### config.mk
export PLATFORM = sky130hd
export DESIGN_NAME = mem_port_arbiter
export DESIGN_NICKNAME = d
export VERILOG_FILES = /design/src/rtl/mem_port_arbiter.sv
export SDC_FILE = /design/constraint.sdc
export NUM_CORES = 1
export LEC_CHECK = 0
export ABC_AREA = 1
export BUFFER_PORTS_ARGS = -buffer_cell sky130_fd_sc_hd__buf_2
export CAP_MARGIN = 20
export CORE_MARGIN = 2
export CORE_UTILIZATION = 40
export DETAILED_ROUTE_END_ITERATION = 7
export PLACE_DENSITY = 0.7
export SYNTH_ARGS = -nofsm -noshare
export SYNTH_HDL_FRONTEND = slang
export SYNTH_SLANG_ARGS = --single-unit
### constraint.sdc
create_clock -name clk -period 3.9 [get_ports clk]
set_input_delay 0.195 -clock clk [delete_from_list [all_inputs] [get_ports clk]]
set_output_delay 0.195 -clock clk [all_outputs]
set_load 0.01 [all_outputs]
### src/rtl/mem_port_arbiter.sv
// Arbitrates the CPU fetch and load/store ports onto one single-port word memory.
// Define ARB_FIXED_PRIO_EN for fixed data-port priority; default is round-robin.
module mem_port_arbiter #(
    parameter int ADDR_W  = 32,
    parameter int LATENCY = 1
) (
    input  logic              clk,
    input  logic              resetn,
    input  logic              i_req,
    input  logic [ADDR_W-1:0] i_addr,
    output logic [31:0]       i_rdata,
    output logic              i_done,
    input  logic              d_req,
    input  logic [ADDR_W-1:0] d_addr,
    input  logic [31:0]       d_wdata,
    input  logic [3:0]        d_wmask,
    output logic [31:0]       d_rdata,
    output logic              d_done,
    output logic              mem_en,
    output logic [ADDR_W-3:0] mem_addr,
    output logic [31:0]       mem_wdata,
    output logic [3:0]        mem_wmask,
    input  logic [31:0]       mem_rdata,
    output logic              busy
);

    // state   | meaning
    // S_IDLE  | waiting for a request, arbitrates
    // S_ISSUE | mem_en high for the latched access
    // S_WAIT  | counting down the read latency
    // S_DONE  | done pulse to the winner, no arbitration
    typedef enum logic [1:0] {S_IDLE, S_ISSUE, S_WAIT, S_DONE} state_t;

    state_t            state_q, state_d;
    logic              win_q, win_d;        // 1 = data port
    logic [2:0]        cnt_q, cnt_d;
    logic [ADDR_W-3:0] addr_q, addr_d;
    logic [31:0]       wdata_q, wdata_d;
    logic [3:0]        wmask_q, wmask_d;
    logic [31:0]       i_rdata_q, i_rdata_d;
    logic [31:0]       d_rdata_q, d_rdata_d;
    logic              i_done_q, i_done_d;
    logic              d_done_q, d_done_d;
    logic              mem_en_q, mem_en_d;
    logic              busy_q, busy_d;
    logic              tie_data;
    logic              pick_data;

`ifdef ARB_FIXED_PRIO_EN
    assign tie_data = 1'b1;
`else
    logic last_q, last_d;                   // 1 = data port served last
    assign tie_data = ~last_q;
`endif

    assign pick_data = d_req & (~i_req | tie_data);

    always_comb begin
        state_d   = state_q;
        win_d     = win_q;
        cnt_d     = cnt_q;
        addr_d    = addr_q;
        wdata_d   = wdata_q;
        wmask_d   = wmask_q;
        i_rdata_d = i_rdata_q;
        d_rdata_d = d_rdata_q;
        i_done_d  = 1'b0;
        d_done_d  = 1'b0;
        mem_en_d  = 1'b0;
`ifndef ARB_FIXED_PRIO_EN
        last_d    = last_q;
`endif
        case (state_q)
            S_IDLE: begin
                if (i_req || d_req) begin
                    win_d    = pick_data;
                    addr_d   = pick_data ? d_addr[ADDR_W-1:2] : i_addr[ADDR_W-1:2];
                    wdata_d  = pick_data ? d_wdata : 32'd0;
                    wmask_d  = pick_data ? d_wmask : 4'd0;
                    mem_en_d = 1'b1;
                    state_d  = S_ISSUE;
`ifndef ARB_FIXED_PRIO_EN
                    last_d   = pick_data;
`endif
                end
            end
            S_ISSUE: begin
                cnt_d   = 3'(LATENCY - 1);
                state_d = S_WAIT;
            end
            S_WAIT: begin
                if (cnt_q == 3'd0) begin
                    if (win_q) begin
                        if (wmask_q == 4'd0) d_rdata_d = mem_rdata;
                        d_done_d = 1'b1;
                    end else begin
                        i_rdata_d = mem_rdata;
                        i_done_d  = 1'b1;
                    end
                    state_d = S_DONE;
                end else begin
                    cnt_d = cnt_q - 3'd1;
                end
            end
            default: state_d = S_IDLE;
        endcase
        busy_d = (state_d != S_IDLE);
    end

    always_ff @(posedge clk or negedge resetn) begin
        if (!resetn) begin
            state_q   <= S_IDLE;
            win_q     <= 1'b0;
            cnt_q     <= 3'd0;
            addr_q    <= '0;
            wdata_q   <= 32'd0;
            wmask_q   <= 4'd0;
            i_rdata_q <= 32'd0;
            d_rdata_q <= 32'd0;
            i_done_q  <= 1'b0;
            d_done_q  <= 1'b0;
            mem_en_q  <= 1'b0;
            busy_q    <= 1'b0;
`ifndef ARB_FIXED_PRIO_EN
            last_q    <= 1'b1;
`endif
        end else begin
            state_q   <= state_d;
            win_q     <= win_d;
            cnt_q     <= cnt_d;
            addr_q    <= addr_d;
            wdata_q   <= wdata_d;
            wmask_q   <= wmask_d;
            i_rdata_q <= i_rdata_d;
            d_rdata_q <= d_rdata_d;
            i_done_q  <= i_done_d;
            d_done_q  <= d_done_d;
            mem_en_q  <= mem_en_d;
            busy_q    <= busy_d;
`ifndef ARB_FIXED_PRIO_EN
            last_q    <= last_d;
`endif
        end
    end

    assign i_rdata   = i_rdata_q;
    assign i_done    = i_done_q;
    assign d_rdata   = d_rdata_q;
    assign d_done    = d_done_q;
    assign mem_en    = mem_en_q;
    assign mem_addr  = addr_q;
    assign mem_wdata = wdata_q;
    assign mem_wmask = wmask_q;
    assign busy      = busy_q;

endmodule

==> summary.md <==
| Metric | Value |
|---|---|
| 1st-iter DRT viols | 223 |
| Initial antenna violation count | 0 |
| Wire length per cell | 13.3 um |
| IO Count | 270 |
| Max cap viols | 0 |
| Remaining Overflow, GRT | 0 |
| Max-slew violation count | 0 |
| Die X | 126 um |
| Total Routing Usage GR | 20.3% |
| Fillcell total | 1,356 |
| WHS | 0.0163 ns |
| Area leader, netlist | dfrtp_1 |
| Pwr dens | 779 nW/um2 |
| CTS sink cnt | 141 |
| First-pass GRT wire length | 25,900 um |
| Final hold viol count | 0 |
| Setup Fix Bufs, Post-CTS | 0 |
| Type of the tightest min-delay check | input pin to flop |
| EDFF count, synth | 0 |
| Clk_lat worst skew | 0.41 ns |
| Worst Setup Slack, final | 1.75 ns |
| Multi-input combinational cell area | 2000 um2 |
| Clk slew on worst S/H paths | 0.06 ns |
| Max rail drop VDD | 316 uV |
| Slew headroom | 37.8% |
| Antenna diodes | 0 |
| Critical Path AT | 2.49 ns |
| Mean Syn Cell Area | 8.36 um2 |
| Via count | 5,514 |
| Synth cell types | 23 |
| Port Buf Inserts | 265 |
| Top post-synthesis cells by area | dfrtp_1 59%, nand2_1 25%, o21ai_0 3.3% |
| Post-synthesis cell area | 5940 um2 |
| Final Util | 56.6% |
| Initial core utilization | 40.8% |
| # resized after CTS | 0 |
| Post-Place Setup Slack | 1.76 ns |
| Status | finished clean |
| CTS Hold Bufs | 32 |
| CTS H-tree depth | 4 |
| Area added between synthesis and finish | 38.5% |
| Leakage | 4.86 nW |
| Gp weighted congestion | 0.776 |
| Post-route ant nets | 0 |
| CTS Buf Count | 17 |
| Synth top cells by count | 394 x nand2_1, 140 x dfrtp_1, 46 x inv_1 |
| Most frequent cell after synthesis | nand2_1 |
| CTS Buffer Depth | 2 |
| Layout cell share with drive strength beyond 1 | 31.3% |
| CTS root buf | clkbuf_16 |
| WL final | 15,900 um |
| Req. time, crit path | 4.25 ns |
| Post-synthesis register bit count | 141 |
| Crit share post-route | 55.1% |
| Die height | 126 um |
| Post-DP HPWL | 10,600 um |
| Post-synth top area share | 59.0% |
| CP Max Fanout | 32 |
| CTS tree | yes |
| Final count of negative-setup-slack endpoints | 0 |
| Residual DRC | 0 |
| Worst-Margin Slew | 0.930 ns |
| Final-stage net count | 1,139 |
| Worst Path Class, Setup | flop to flop |
| Crit start category | flop |
| Max Freq | 0.465 GHz |
| Min Tclk post-route | 2.15 ns |
| Number of global-route vias before repair | 5,381 |
| Via density | 4.62 |
| DRT Pass-1 Iters | 4 |
| FP Rows | 44 |
| RSZ-0062 raised after global routing | false |
| Worst Setup End Kind | flop |
| Die Area | 15,800 um2 |
| Largest net degree at the start of global routing | 68 |
| YS warnings | 0 |
| Clk_skew | 0.0101 ns |
| Storage cell area | 3530 um2 |
| Top FF cell, synth | dfrtp_1 |
| Syn nets | 852 |
| Core area | 14,500 um2 |
| Mapped Cells | 710 |
| Register area share after synthesis | 59.5% |
| Setup TNS | 0 ns |
| Synth async-reset ratio | 100% |
## stage by stage
step | std cells | power (mW) | area (um2)
detailed placement | 1129 | 4.91 | 7330
CTS | 1193 | 6.46 | 8200
global placement | 1129 | 4.84 | 7330
finish | 1194 | 6.40 | 8220
floorplan | 710 | 3.90 | 5940
global route | 1194 | 6.90 | 8220
## routing by layer
layer | vias up | part of all wire [%] | wire [um] | track usage (%)
li1 | 2731 | - | - | -
met4 | 0 | 2.3 | 361 | 7.50
met2 | 211 | 49 | 7780 | 35.0
met1 | 2545 | 42 | 6610 | 24.1
met5 | - | 0 | 0 | 0
met3 | 27 | 7.2 | 1140 | 6.12
## logic make-up after synthesis
family                   after synthesis  synth area share (%)
AO/OA/AOI/OAI                         40                  3.39
XOR/XNOR                               1                 0.148
adder cells (fa/ha/maj)                6                  1.26
buffers and inverters                 85                  6.79
flip-flops                           141                  59.5
AND/OR/NAND/NOR                      437                  29.0
## registers in the layout, summed over array words and instances (netlist names)
signal / cells
mem_wmask: 4
mem_en: 1
cnt_q: 3
state_q: 2
busy: 1
i_done: 1
mem_wdata: 32
i_rdata: 32
d_rdata: 32
win_q: 1
last_q: 1
mem_addr: 30
d_done: 1
## final timing paths
path | start | to | slack [ns] | cells past startpoint
worst max-delay path | last_q$_DFFE_PN1P_ | mem_addr[2]$_DFFE_PN0P_ | 1.75 | 6
worst min-delay path | mem_rdata[10] | i_rdata[10]$_DFFE_PN0P_ | 0.02 | 3
worst max register to register | last_q$_DFFE_PN1P_ | mem_addr[2]$_DFFE_PN0P_ | 1.75 | 6
worst min register to register | d_rdata[9]$_DFFE_PN0P_ | d_rdata[9]$_DFFE_PN0P_ | 0.47 | 2
max in group asynchronous | resetn | mem_addr[6]$_DFFE_PN0P_ | 2.60 | 3
min in group asynchronous | resetn | d_rdata[10]$_DFFE_PN0P_ | 0.35 | 2
## critical path, cell delays in order (launching register included)
cell and delay [ns]:
dfstp_2 0.53, nand2_2 0.34, nand2_1 0.85, nand2_1 0.12, nand2_1 0.10, nand2_1 0.06, nand2_1 0.07
## final cells by class
class	count	area share (%)
Sequential cell	141	42.9
Clock buffer	17	5.18
Clock inverter	15	1.57
Timing Repair Buffer	304	20.9
Inverter	49	2.24
Tap cell	184	2.80
Multi-Input combinational cell	484	24.4
## power breakdown
part | switching, mW | leakage, nW | internal, mW
clock network | 0.656 | 0.265 | 0.834
registers | 0.328 | 1.77 | 2.13
logic | 1.53 | 2.83 | 0.930
## placed cells by master, fill, tap and decap left out, types with 3 or more instances in the layout
cell type	n
buf_4	6
clkinvlp_4	3
o21ai_0	39
nand3_1	32
inv_1	46
dlygate4sd3_1	32
buf_2	264
dfrtp_1	140
inv_2	3
clkinv_4	3
nand2_1	394
clkbuf_16	17
inv_6	6
ha_1	6
No activity file was read; power rests on OpenSTA's default activity.
